[src/rtl/morse_sequencer.sv]
// Morse tone sequencer: walks up to five 2-bit symbols MSB-first and times
// short/long tones, silent word spaces and inter-symbol gaps for the codec.
module morse_sequencer #(
  parameter int DOT_TICKS  = 2,
  parameter int DASH_TICKS = 6,
  parameter int GAP_TICKS  = 2,
  parameter int CNT_W      = 8
) (
  input  logic       i_clk,
  input  logic       i_reset,
  input  logic       i_start,
  input  logic       i_abort,
  input  logic       i_tick,
  input  logic [9:0] i_morse,
  output logic       o_audio_enable,
  output logic       o_short,
  output logic       o_long,
  output logic       o_busy,
  output logic       o_done,
  output logic [2:0] o_sym_idx
);

  typedef enum logic [2:0] {
    S_IDLE, S_FETCH, S_TONE, S_SPACE, S_GAP, S_DONE
  } state_t;

  localparam logic [CNT_W-1:0] DOT_LD  = CNT_W'(DOT_TICKS - 1);
  localparam logic [CNT_W-1:0] DASH_LD = CNT_W'(DASH_TICKS - 1);
  localparam logic [CNT_W-1:0] GAP_LD  = CNT_W'(GAP_TICKS - 1);
  localparam logic [2:0]       MAX_SYM = 3'd5;

  state_t           r_state, w_state_nxt;
  logic [9:0]       r_shreg, w_shreg_nxt;
  logic [CNT_W-1:0] r_cnt, w_cnt_nxt;
  logic [2:0]       r_nsym, w_nsym_nxt;
  logic [2:0]       r_sym_idx, w_sym_idx_nxt;
  logic             r_sel_long, w_sel_long_nxt;
  logic             w_cnt_zero;

  assign w_cnt_zero = (r_cnt == '0);

  always_ff @(posedge i_clk or negedge i_reset) begin
    if (!i_reset) begin
      r_state    <= S_IDLE;
      r_shreg    <= '0;
      r_cnt      <= '0;
      r_nsym     <= '0;
      r_sym_idx  <= '0;
      r_sel_long <= 1'b0;
    end else begin
      r_state    <= w_state_nxt;
      r_shreg    <= w_shreg_nxt;
      r_cnt      <= w_cnt_nxt;
      r_nsym     <= w_nsym_nxt;
      r_sym_idx  <= w_sym_idx_nxt;
      r_sel_long <= w_sel_long_nxt;
    end
  end

  always_comb begin
    w_state_nxt    = r_state;
    w_shreg_nxt    = r_shreg;
    w_cnt_nxt      = r_cnt;
    w_nsym_nxt     = r_nsym;
    w_sym_idx_nxt  = r_sym_idx;
    w_sel_long_nxt = r_sel_long;
    // Abort freezes the datapath and only forces the state home.
    if (i_abort) begin
      w_state_nxt = S_IDLE;
    end else begin
      case (r_state)
        S_IDLE: begin
          if (i_start) begin
            w_shreg_nxt = i_morse;
            w_nsym_nxt  = '0;
            w_state_nxt = S_FETCH;
          end
        end
        S_FETCH: begin
          w_shreg_nxt   = {r_shreg[7:0], 2'b00};
          w_sym_idx_nxt = r_nsym;
          w_nsym_nxt    = r_nsym + 3'd1;
          case (r_shreg[9:8])
            2'b01: begin
              w_state_nxt    = S_TONE;
              w_cnt_nxt      = DOT_LD;
              w_sel_long_nxt = 1'b0;
            end
            2'b10: begin
              w_state_nxt    = S_TONE;
              w_cnt_nxt      = DASH_LD;
              w_sel_long_nxt = 1'b1;
            end
            2'b11: begin
              w_state_nxt = S_SPACE;
              w_cnt_nxt   = DASH_LD;
            end
            default: w_state_nxt = S_DONE;
          endcase
        end
        S_TONE, S_SPACE: begin
          if (i_tick) begin
            if (w_cnt_zero) begin
              w_state_nxt = S_GAP;
              w_cnt_nxt   = GAP_LD;
            end else begin
              w_cnt_nxt = r_cnt - 1'b1;
            end
          end
        end
        S_GAP: begin
          if (i_tick) begin
            if (w_cnt_zero)
              w_state_nxt = (r_nsym == MAX_SYM) ? S_DONE : S_FETCH;
            else
              w_cnt_nxt = r_cnt - 1'b1;
          end
        end
        S_DONE:  w_state_nxt = S_IDLE;
        default: w_state_nxt = S_IDLE;
      endcase
    end
  end

  // Outputs decode from registered state only, so reset clears them at once.
  assign o_audio_enable = (r_state == S_TONE);
  assign o_short        = (r_state == S_TONE) && !r_sel_long;
  assign o_long         = (r_state == S_TONE) &&  r_sel_long;
  assign o_busy         = (r_state != S_IDLE);
  assign o_done         = (r_state == S_DONE);
  assign o_sym_idx      = r_sym_idx;

endmodule

[config.mk]
export PLATFORM = sky130hd
export DESIGN_NAME = morse_sequencer
export DESIGN_NICKNAME = d
export VERILOG_FILES = /design/src/rtl/morse_sequencer.sv
export SDC_FILE = /design/constraint.sdc
export NUM_CORES = 1
export LEC_CHECK = 0
export BUFFER_PORTS_ARGS = -buffer_cell sky130_fd_sc_hd__buf_2
export CAP_MARGIN = 20
export CORE_UTILIZATION = 40
export CTS_BUF_LIST = sky130_fd_sc_hd__clkbuf_4 sky130_fd_sc_hd__clkbuf_8 sky130_fd_sc_hd__clkbuf_16
export DETAILED_ROUTE_END_ITERATION = 7
export PLACE_DENSITY_LB_ADDON = 0.3
export SETUP_SLACK_MARGIN = 0.15
export SLEW_MARGIN = 20
export SYNTH_ARGS = -nofsm -noshare
export SYNTH_HDL_FRONTEND = slang
export SYNTH_SLANG_ARGS = --single-unit
[constraint.sdc]
create_clock -name i_clk -period 2.1 [get_ports i_clk]
set_input_delay 0.21 -clock i_clk [delete_from_list [all_inputs] [get_ports i_clk]]
set_output_delay 0.21 -clock i_clk [all_outputs]
set_load 0.02 [all_outputs]
==> flow_metrics.env <==
export IMPL_outcome="completed"
export IMPL_num_antenna_cells=0
export IMPL_cts_path_max_buffers=2
export IMPL_dp_cells=248
export IMPL_initialDrtViolationCount=138
export IMPL_global_route_overflow_total=0
export IMPL_layout_nets=227
export IMPL_clkTransAtPathRegs_ps=110
export IMPL_peakVddDrop_mv=0.5342
export IMPL_power_clock_fraction=0.168
export IMPL_synth_seq_cells=28
export IMPL_power_internal_mw=1.550
export IMPL_design_core_area_um2=4029
export IMPL_max_cap_violations=0
export IMPL_placedInstanceArea_um2=1866
export IMPL_nFillCells=411
export IMPL_synth_nets=201
export IMPL_worst_pin_slew_ps=643.4
export IMPL_grt_max_degree=29
export IMPL_min_period_ps=1850
export IMPL_synthDominantCellAreaShare=0.4157
export IMPL_netlist_instances=178
export IMPL_power_switching_fraction=0.4068
export IMPL_finalSetupViolations=0
export IMPL_areaGrowthSynthToFinish_pct=15.66
export IMPL_fin_worst_hold_slack_ps=178.0
export IMPL_synthesis_yosys_warnings=0
export IMPL_antenna_found_initial=0
export IMPL_dr_max_layer_used="met4"
export IMPL_power_density_over_the_cells_nw_per_um2=1340
export IMPL_cts_htree_levels=1
export IMPL_cp_end_kind="register"
export IMPL_io_pin_count=23
export IMPL_floorplan_die_height_um=66.91
export IMPL_wire_per_inst_um=14.43
export IMPL_route_antenna_remaining_nets=0
export IMPL_ys_seq_area_frac=0.4157
export IMPL_clock_tree_from_tritoncts="done"
export IMPL_vias=1382
export IMPL_cts_setup_buffers=0
export IMPL_final_cell_area_um2=1949
export IMPL_post_synth_top_area_cell="sky130_fd_sc_hd__dfrtp_1"
export IMPL_die_w_um=66.91
export IMPL_m1WireLength_um=1888
export IMPL_grt_pass1_vias=1231
export IMPL_synth_edff_count=0
export IMPL_route_detailed_vias_per_inst=5.462
export IMPL_finalPower_mw=2.613
export IMPL_synth_async_sr_flop_share=1.000
export IMPL_finish_cell_count_without_fillers=253
export IMPL_static_leakage_power_nw=0.8787
export IMPL_synth_cell_types=48
export IMPL_critical_path_data_required_time_ps=2270
export IMPL_start_kind="register"
export IMPL_cp_data_arrival_time_ps=2020
export IMPL_cts_inserted_buffers=3
export IMPL_maxSlewViolCount=0
export IMPL_core_rowCount=23
export IMPL_seq_power_share=0.382
export IMPL_tritoncts_num_sinks=28
export IMPL_effective_utilization_at_floorplan=0.4183
export IMPL_final_setup_skew_ps=6.768
export IMPL_hold_violations=0
export IMPL_clock_fmax_mhz=540.5
export IMPL_final_gp_congestion=0.8481
export IMPL_tns_ps=0
export IMPL_crit_path_max_fanout=4
export IMPL_io_buffers=22
export IMPL_area_used_by_multi_input_combinational_logic_um2=913.4
export IMPL_worst_setup_path_type="reg2reg"
export IMPL_synth_top_cells_by_count="28 x sky130_fd_sc_hd__dfrtp_1, 24 x sky130_fd_sc_hd__nand2_1, 22 x sky130_fd_sc_hd__o21ai_0"
export IMPL_synth_most_common_cell="sky130_fd_sc_hd__dfrtp_1"
export IMPL_drcViolationCount=0
export IMPL_totalWireLength_um=3650
export IMPL_final_hpwl_from_detailed_placement_um=2617
export IMPL_drt_first_pass_iters=4
export IMPL_final_layout_size_suffix_gt1_frac=0.2365
export IMPL_wire_length_of_the_first_global_routing_pass_um=6161
export IMPL_max_slew_margin_rel=0.5711
export IMPL_final_period_utilization=0.8810
export IMPL_design_die_area_um2=4477
export IMPL_hp_class="in2reg"
export IMPL_ys_top_cells_by_area="sky130_fd_sc_hd__dfrtp_1 42%, sky130_fd_sc_hd__o21ai_0 6.5%, sky130_fd_sc_hd__ha_1 5.9%"
export IMPL_power_switching_mw=1.063
export IMPL_seq_area_um2=703.2
export IMPL_grt_use_total=0.1840
export IMPL_cts_root_cell="sky130_fd_sc_hd__clkbuf_8"
export IMPL_met3_wirelength_um=106
export IMPL_detailroute_wirelength_met2_um=1622
export IMPL_worstSkewPairLatency_ps=280
export IMPL_grt_setup_unrepaired="yes"
export IMPL_synth_cell_area_um2=1685
export IMPL_power_share_combinational=0.450
export IMPL_synth_flop_cell="sky130_fd_sc_hd__dfrtp_1"
export IMPL_postSynthAreaPerCell_um2=9.468
-- layer usage --
metal | GRT usage | vias up
met4 | 0.03989 | 0
li1 | - | 696
met3 | 0.03767 | 4
met2 | 0.2715 | 24
met1 | 0.2724 | 658
met5 | 0 | -
-- per-stage QoR --
stage               setup slack [ps]  utilization
floorplan                      348.1            -
global placement               272.4       0.4630
detailed placement             242.8       0.4630
CTS                            214.0       0.4832
global route                   105.2       0.4839
finish                         250.0       0.4839
-- final cells by class --
type                       count  area share
timing repair buffer          30     0.08858
multi-input combinational    134      0.4685
tap                           50     0.03209
inverter                       7     0.01348
clock buffer                   3     0.02118
clock inverter                 1     0.01540
sequential                    28      0.3607
-- power by group through the flow --
stage                     sequential (mW)  combinational (mW)  clock (mW)
final                               0.998                1.18       0.439
after global routing                 1.03                1.32       0.471
after CTS                           0.994                1.18       0.445
after detailed placement             1.01                1.17           0
after global placement              0.995                1.16           0
after floorplan                     0.957               0.880           0
-- critical path: stages (launching register included) --
cell	delay, ps
sky130_fd_sc_hd__dfrtp_1	410
sky130_fd_sc_hd__inv_1	100
sky130_fd_sc_hd__ha_1	220
sky130_fd_sc_hd__or3b_2	490
sky130_fd_sc_hd__or3_1	320
sky130_fd_sc_hd__o211ai_1	100
sky130_fd_sc_hd__nand3_1	100
-- registers in the layout, indices dropped and copies added (netlist names) --
register	flops
r_nsym	3
r_cnt	8
r_state	3
o_sym_idx	3
r_shreg	10
r_sel_long	1
-- path summary, 6_finish.rpt --
path                              start           end  slack, ps  cells past startpoint
max                            r_cnt[0]      r_cnt[6]        250                      6
min                          i_morse[0]    r_shreg[0]        180                      3
max reg2reg                    r_cnt[0]      r_cnt[6]        250                      6
min reg2reg                o_sym_idx[0]  o_sym_idx[0]        480                      2
max in group asynchronous       i_reset    r_state[1]       1180                      2
min in group asynchronous       i_reset    r_state[2]        480                      2
-- what timing repair did --
item | in CTS | in global routing
endpoints found under the setup margin | 0 | 3
hold endpoints to repair | 28 | 0
hold buffers | 1 | 0
resized for setup | 0 | 2
-- cells in the final DEF (no fill, tap or decap), types with 3 or more instances in the layout --
cell type,count
sky130_fd_sc_hd__nor2_1,3
sky130_fd_sc_hd__dfrtp_1,26
sky130_fd_sc_hd__buf_4,7
sky130_fd_sc_hd__inv_1,7
sky130_fd_sc_hd__o21ai_0,21
sky130_fd_sc_hd__or3_1,3
sky130_fd_sc_hd__a21oi_1,4
sky130_fd_sc_hd__clkbuf_8,3
sky130_fd_sc_hd__ha_1,8
sky130_fd_sc_hd__o211ai_1,5
sky130_fd_sc_hd__nor3_1,5
sky130_fd_sc_hd__nand2_1,24
sky130_fd_sc_hd__nand2b_1,4
sky130_fd_sc_hd__nand3_1,6
sky130_fd_sc_hd__mux2i_1,8
sky130_fd_sc_hd__buf_2,22
-- logic make-up after synthesis --
| family | count (synthesis) | share of synthesized area |
|---|---|---|
| AOI/OAI and AO/OA | 49 | 0.1975 |
| adders and majority gates | 8 | 0.05939 |
| buffers and inverters | 16 | 0.04232 |
| DFF | 28 | 0.4157 |
| muxes | 10 | 0.06088 |
| and+or+nand+nor | 67 | 0.2242 |
(Power assumes the default switching activity.)
